--- config.mk ---
export PLATFORM = sky130hd
export DESIGN_NAME = ex_operand_stage
export DESIGN_NICKNAME = d
export VERILOG_FILES = /design/src/rtl/ex_operand_stage.sv
export SDC_FILE = /design/constraint.sdc
export NUM_CORES = 1
export LEC_CHECK = 0
export ABC_CLOCK_PERIOD_IN_PS = 6350
export BUFFER_PORTS_ARGS = -buffer_cell sky130_fd_sc_hd__buf_4
export CORE_AREA = 2 2 218 220
export CTS_CLUSTER_SIZE = 28
export DETAILED_ROUTE_END_ITERATION = 8
export DIE_AREA = 0 0 220 222
export GPL_TIMING_DRIVEN = 0
export PLACE_DENSITY = 0.51
export SYNTH_ARGS = -nofsm -noshare
export SYNTH_HDL_FRONTEND = slang
export SYNTH_SLANG_ARGS = --single-unit
--- constraint.sdc ---
create_clock -name clk -period 6.35 [get_ports clk]
set_input_delay 0.9525 -clock clk [delete_from_list [all_inputs] [get_ports clk]]
set_output_delay 0.9525 -clock clk [all_outputs]
set_load 0.01 [all_outputs]
--- src/rtl/ex_operand_stage.sv ---
// ex_operand_stage: ID/EX pipeline register with operand forwarding and load-use stall detection (optional FORWARDING_EN)
module ex_operand_stage #(
    parameter int N = 64
) (
    input  logic         clk,
    input  logic         reset,
    input  logic         valid_d,
    input  logic         regwrite_d,
    input  logic         memread_d,
    input  logic         alusrc_d,
    input  logic [N-1:0] rd1_d,
    input  logic [N-1:0] rd2_d,
    input  logic [N-1:0] imm_d,
    input  logic [4:0]   ra1_d,
    input  logic [4:0]   ra2_d,
    input  logic [4:0]   rd_d,
    input  logic [3:0]   alucontrol_d,
    input  logic         flush,
    input  logic         regwrite_m,
    input  logic [4:0]   rd_m,
    input  logic [N-1:0] aluresult_m,
    input  logic         regwrite_w,
    input  logic [4:0]   rd_w,
    input  logic [N-1:0] result_w,
    output logic [N-1:0] a_e,
    output logic [N-1:0] b_e,
    output logic [N-1:0] wd_e,
    output logic [3:0]   alucontrol_e,
    output logic [4:0]   rd_e,
    output logic         valid_e,
    output logic         regwrite_e,
    output logic         memread_e,
    output logic         stall_d
);
    localparam logic [4:0] XZR = 5'd31;

    logic         alusrc_e;
    logic [N-1:0] rd1_e, rd2_e, imm_e;
    logic [4:0]   ra1_e, ra2_e;
    logic [N-1:0] fa, fb;
    logic         raw_stall;

    // EX register: bubble on stall or flush, otherwise capture the decode stage
    always_ff @(posedge clk or posedge reset) begin
        if (reset) begin
            valid_e      <= 1'b0;
            regwrite_e   <= 1'b0;
            memread_e    <= 1'b0;
            alusrc_e     <= 1'b0;
            alucontrol_e <= '0;
            rd1_e        <= '0;
            rd2_e        <= '0;
            imm_e        <= '0;
            ra1_e        <= XZR;
            ra2_e        <= XZR;
            rd_e         <= XZR;
        end else if (flush || stall_d) begin
            valid_e      <= 1'b0;
            regwrite_e   <= 1'b0;
            memread_e    <= 1'b0;
            ra1_e        <= XZR;
            ra2_e        <= XZR;
            rd_e         <= XZR;
        end else begin
            valid_e      <= valid_d;
            regwrite_e   <= regwrite_d;
            memread_e    <= memread_d;
            alusrc_e     <= alusrc_d;
            alucontrol_e <= alucontrol_d;
            rd1_e        <= rd1_d;
            rd2_e        <= rd2_d;
            imm_e        <= imm_d;
            ra1_e        <= ra1_d;
            ra2_e        <= ra2_d;
            rd_e         <= rd_d;
        end
    end

`ifdef FORWARDING_EN
    // Bypass newest in-flight result first; register 31 is never a bypass target
    always_comb begin
        fa = (regwrite_m && rd_m == ra1_e && ra1_e != XZR) ? aluresult_m :
             (regwrite_w && rd_w == ra1_e && ra1_e != XZR) ? result_w : rd1_e;
        fb = (regwrite_m && rd_m == ra2_e && ra2_e != XZR) ? aluresult_m :
             (regwrite_w && rd_w == ra2_e && ra2_e != XZR) ? result_w : rd2_e;
    end

    // Only a load in EX feeding a used decode source must wait a cycle
    always_comb begin
        raw_stall = valid_d && valid_e && memread_e && rd_e != XZR &&
                    (rd_e == ra1_d || (rd_e == ra2_d && !alusrc_d));
    end
`else
    logic hit1, hit2;
    logic unused_fwd;

    assign unused_fwd = ^{aluresult_m, result_w, ra1_e, ra2_e};

    // No bypass: any pending writer of a used source holds decode until write-back completes
    always_comb begin
        fa   = rd1_e;
        fb   = rd2_e;
        hit1 = ra1_d != XZR && ((valid_e && regwrite_e && rd_e == ra1_d) ||
                                (regwrite_m && rd_m == ra1_d) || (regwrite_w && rd_w == ra1_d));
        hit2 = !alusrc_d && ra2_d != XZR && ((valid_e && regwrite_e && rd_e == ra2_d) ||
                                (regwrite_m && rd_m == ra2_d) || (regwrite_w && rd_w == ra2_d));
        raw_stall = valid_d && (hit1 || hit2);
    end
`endif

    assign stall_d = raw_stall && !flush;
    assign a_e     = fa;
    assign b_e     = alusrc_e ? imm_e : fb;
    assign wd_e    = fb;
endmodule

=== After elaboration in Yosys (flattened, before gate mapping) ===
Index checks and enable logic that the tools add are counted.

* Register bits after elaboration: 205
* Input bits: 358
* Output and inout bits: 205
* Logic and storage cells: 42

* Equal/unequal tests: 8
* Muxes and demuxes: 5
* Reductions and logical operators: 20

{| class="wikitable"
|+ Operators by type and width
! operator !! number
|-
| 64-bit 2-to-1 mux || 1
|-
| 5-bit == test || 6
|-
| 1-bit logical AND || 12
|-
| 5-bit != test, second input constant || 2
|-
| 1-bit logical OR || 6
|-
| 5-bit 2-to-1 mux || 1
|-
| 1-bit 2-to-1 mux || 3
|-
| 1-bit logical NOT || 2
|}

=== Longest topological paths before layout ===
* Word-level depth: 10
* Mapped depth: 8
* Gate-level depth less buffers: 6

=== Worst setup path after synthesis ===
OpenSTA, ideal clock, no wires.

* Kind: input-to-output
* Start: input port ra2_d[2]
* End: output port stall_d
* Data arrival time: 2.036 ns
* Data required time: 5.398 ns
* Setup slack: 3.361 ns
* Stages: 6
* Path buffers: 0
* Cell sequence: xnor2_1 nand4_1 or3_1 a31oi_2 inv_1 a21oi_1

* Longest elaborated chain between the ends: 8
* Elaborated cells on any way between the ends: 14
* Classes of those cells: eq/ne: 4; reduce/logical: 10

{| class="wikitable"
|+ RTL lines
! item !! line !! text
|-
| start: declaration || 15 || <nowiki>input logic [4:0] ra2_d,</nowiki>
|-
| 5-bit == test, on equally long branches || 105, 106 ||
|-
| 1-bit logical AND, on equally long branches || 105, 106 ||
|-
| 1-bit logical OR || 105 || <nowiki>hit2 = !alusrc_d && ra2_d != XZR && ((valid_e && regwrite_e && rd_e == ra2_d) ||</nowiki>
|-
| 1-bit logical OR || 106 || <nowiki>(regwrite_m && rd_m == ra2_d) || (regwrite_w && rd_w == ra2_d));</nowiki>
|-
| 1-bit logical AND * || 105 ||
|-
| 1-bit logical OR * || 107 || <nowiki>raw_stall = valid_d && (hit1 || hit2);</nowiki>
|-
| 1-bit logical AND * || 107 ||
|-
| 1-bit logical AND * || 111 || <nowiki>assign stall_d = raw_stall && !flush;</nowiki>
|-
| end: declaration || 33 || <nowiki>output logic stall_d</nowiki>
|}

Every way passes the cells marked *; elsewhere a longest branch is shown, timed or not.

=== Worst setup path in the final report ===
* Start: register alusrc_e
* End: output port b_e[54]

* Longest elaborated chain between the ends: 1

{| class="wikitable"
|+ RTL lines
! item !! line !! text
|-
| start: declaration || 37 || <nowiki>logic alusrc_e;</nowiki>
|-
| start signal: assignment || 68 || <nowiki>alusrc_e <= alusrc_d;</nowiki>
|-
| 64-bit 2-to-1 mux || 113 || <nowiki>assign b_e = alusrc_e ? imm_e : fb;</nowiki>
|-
| end: declaration || 26 || <nowiki>output logic [N-1:0] b_e,</nowiki>
|}

Every way passes these cells.

==> results.txt <==
The path category of the worst min-delay check is flip-flop to flip-flop. Clock-pin slew was measured on the worst setup and hold paths at 60 ps. The H-tree depth reported by CTS is 1, and the final setup skew is 4.389 ps. For the number of DRC violations after detailed-routing iteration 0, the log shows 133.

Setup total negative slack on the finished layout was measured at 0 ps. The library cells used most frequently in the layout, excluding fill and tap cells, are buf_4 (435), dfrtp_1 (200), mux2_1 (197), mux2_2 (64), clkbuf_16 (25). For the number of global-route vias before repair, the log shows 7,118. The mean post-synth cell area was 15.62 um2; the total number of nets in the final design was 1,388. The post-route clock period utilization came out at 0.6089. The clock latency on the worst-skew pair was 530 ps. The floorplan step defined a die boundary enclosing 0.04884 mm2. The count of buffers added on input and output ports is 434.

The total congestion overflow after global routing is 0. The pin count of the biggest net entering global routing is 39. The die is 222 um tall. The logs give 0 for the number of remaining DRC errors and 0 for the max-cap violation count. Counting I/O delays and the setup requirement, the final critical path takes 3867 ps. The largest total area in the synthesized netlist belongs to dfrtp_1. The worst setup path is captured at a primary output. The cell sitting at the root of the clock tree is a clkbuf_16. In this run the worst path has a maximum fanout of 10. The run gives 0 as the buffers inserted during post-CTS setup optimization.

The transition at the pin with the smallest max-transition slack was 995.7 ps; the largest incremental delay on the critical path was 810 ps. Ranked by total cell area, the synthesized netlist is headed by dfrtp_1 (57%), mux2_1 (25%), mux2_2 (8.2%). Setup repair after global routing left no endpoint under its margin. The tools report the total count of max-transition violations in the final report as 0.

The final layout contains routed wiring with a total length of 29.96 mm. During synthesis, Yosys emitted a total of 0 warnings. The share of post-route cells with drive strength above 1 works out to 0.5421. The core region is 0.04626 mm2. The tools report the area of the multi-input gates as 0.003411 mm2. After detailed routing, the number of vias per cell comes to 3.866. The logs give 0 for the hold buffer count at cts and 0.008807 mm2 for the cell area after synthesis. For the detailed placer's ending HPWL, the log shows 23.64 mm.

The register bit total from synthesis came out at 205. The average wire length per cell after detail routing was 18.12 um; the antenna diode count was 0. The number of vias after detailed routing is 6,390. The worst register-to-register path begins at rd_e[3]$_DFF_PP1_.

For the worst setup path, the data arrival time is 2910 ps. Synthesis produced a netlist with a net count of 922. Total count of hold-check failures in the final report: 0. Walking the worst path, the cells encountered are clkbuf_1 -> clkbuf_1 -> mux2_2 -> buf_4.

STA classifies the critical path startpoint as a flip-flop. Weighted congestion reported at the end of routability-driven placement: 0.8676. The slack of the critical path came out at 2483 ps. The startpoint identified for the worst hold timing path is imm_e[26]$_DFFE_PP0N_.

The critical path is of the flip-flop to primary output type. The worst slack at placement was 2730 ps; the area share of the leading cell type in the synthesized netlist was 0.5683. The library cell appearing most often on the critical path was clkbuf_1. Counting cells, the worst reg-to-reg path comes to 8.

Setup violations remaining at the end of the flow were counted as 0. The die span in x was 220 um. The fraction of the yosys area taken by sequential cells was 0.5832; the total power divided by cell area was 278.4 mW/mm2. For this design the static power due to leakage is 6.225 nW.

In this run the critical register-to-register path is captured at imm_e[9]$_DFFE_PP0N_. In the synthesized netlist, the number of instances is 564. IR analysis of the VDD net gives a maximum drop of 0.0001888 V. The hold path depth was 1; the setup slack of the worst register-to-register path was 3610 ps. The first-pass GRT wire length is 43.76 mm, and the number of distinct library cells after synthesis is 26. For hold timing, the worst endpoint is imm_e[26]$_DFFE_PP0N_.

The TritonCTS buffer count was 25. For the number of top-level design ports, the log shows 563. For the number of antenna violations at the first check in global routing, the log shows 1. TritonCTS built the clock tree. The largest individual stage delay along the critical path comes from the cell clkbuf_1. The detail route stage leaves a number of antenna-violating nets equal to 0. The run finished with clean final reports. The clock net in this run drives a total of 205 sinks.

Sequential cell area: 0.005136 mm2. The most common cell after layout, fill and taps aside is buf_4. The site row count is 79, and the number of resized instances in the post-cts repair step is 0.

STA puts the critical path data required time at 5400 ps. The buffer depth of the longest clock path came out at 3. The count of fill cells added during filler insertion came out at 4,776. Derived from the worst setup path, the maximum achievable clock frequency is 0.2586 GHz. For the effective utilization at floorplan, the log shows 0.1904. The tools report the detailed-routing iteration count for the pre-antenna-repair pass as 4. From synthesis to final layout, the design area changed by 55.49%. The relative slew slack is 0.3362, and the global-route total usage across every layer is 0.1183.
==> power by group <==
| group | switching [W] | internal [W] |
|---|---|---|
| combinational | 0.000389 | 0.000507 |
| sequential | 0.0000960 | 0.00146 |
| clock | 0.000556 | 0.000802 |
| total | 0.00104 | 0.00277 |
==> sequential cells by signal (all words and copies together) (netlist names) <==
| name | flops |
|---|---|
| alusrc_e | 1 |
| imm_e | 64 |
| valid_e | 1 |
| a_e | 64 |
| regwrite_e | 1 |
| memread_e | 1 |
| wd_e | 64 |
| alucontrol_e | 4 |
| rd_e | 5 |
==> synth_stat cells <==
cell type  number
dfrtp_1       200
mux2_1        197
mux2_2         64
xnor2_1        20
buf_6          17
xor2_1         10
clkbuf_1        7
dfstp_2         5
or2_1           5
buf_2           4
inv_1           4
nand2_1         4
nand4_1         4
nor2_1          4
nor4_1          4
nand3_1         3
nor3_1          3
a21oi_1         1
a31o_1          1
a31oi_2         1
and3_1          1
buf_4           1
nand2b_1        1
nor3b_1         1
o2bb2ai_2       1
or3_1           1
==> kinds of logic (layout without fill, tap and decap cells) <==
family          count (synthesis)  after routing  share of synthesized area
compound gates                  4              4                   0.004687
xor+xnor                       30             30                    0.02983
buf+inv                        33            515                    0.02955
flops                         205            205                     0.5832
mux                           261            261                     0.3337
simple gates                   31             31                    0.01904
==> worst max-delay path by stage <==
stage	depth (start not counted)	from	end	slack, ps
after global routing	4	alusrc_e$_DFFE_PP0N_	b_e[54]	2110
after CTS	4	alusrc_e$_DFFE_PP0N_	b_e[54]	2130
after detailed placement	4	alusrc_e$_DFFE_PP0N_	b_e[54]	2730
after global placement	2	reset	imm_e[49]$_DFFE_PP0N_	1010
after floorplan	1	reset	a_e[0]$_DFFE_PP0N_	2740
final	4	alusrc_e$_DFFE_PP0N_	b_e[54]	2480
==> cell type report <==
class	instances	area share
clock buffers	41	0.05518
inverters	4	0.001370
plain buffers	29	0.01791
flip-flops and latches	205	0.3751
clock inverters	2	0.0007309
well taps	607	0.05546
repair buffers	439	0.2452
multi-input cells	326	0.2491
==> stage by stage <==
stage | util | power [W] | std cells | hold WS [ps] | instance area, um2
floorplan | - | 0.001964 | 564 | 458.5 | 8811
global placement | 0.2773 | 0.002487 | 1605 | 469.1 | 12830
detailed placement | 0.2795 | 0.002504 | 1610 | 476.6 | 12930
CTS | 0.2960 | 0.003904 | 1653 | 489.6 | 13690
global route | 0.2960 | 0.004018 | 1653 | 497.2 | 13690
finish | 0.2960 | 0.003812 | 1653 | 483.7 | 13690
==> metal layers <==
metal / vias up / track usage / share of wire
met5: - / 0 / 0
met4: 0 / 0.03659 / 0.025
met3: 46 / 0.04376 / 0.10
met2: 283 / 0.2070 / 0.49
met1: 3126 / 0.1323 / 0.38
li1: 2935 / - / -
==> critical path: cells and delay by family (launching register included) <==
family,cells,cell delay (ps)
buf+inv,3,1580
mux,1,460
flops,1,340
Note: power is estimated with default switching activity, not from simulation.
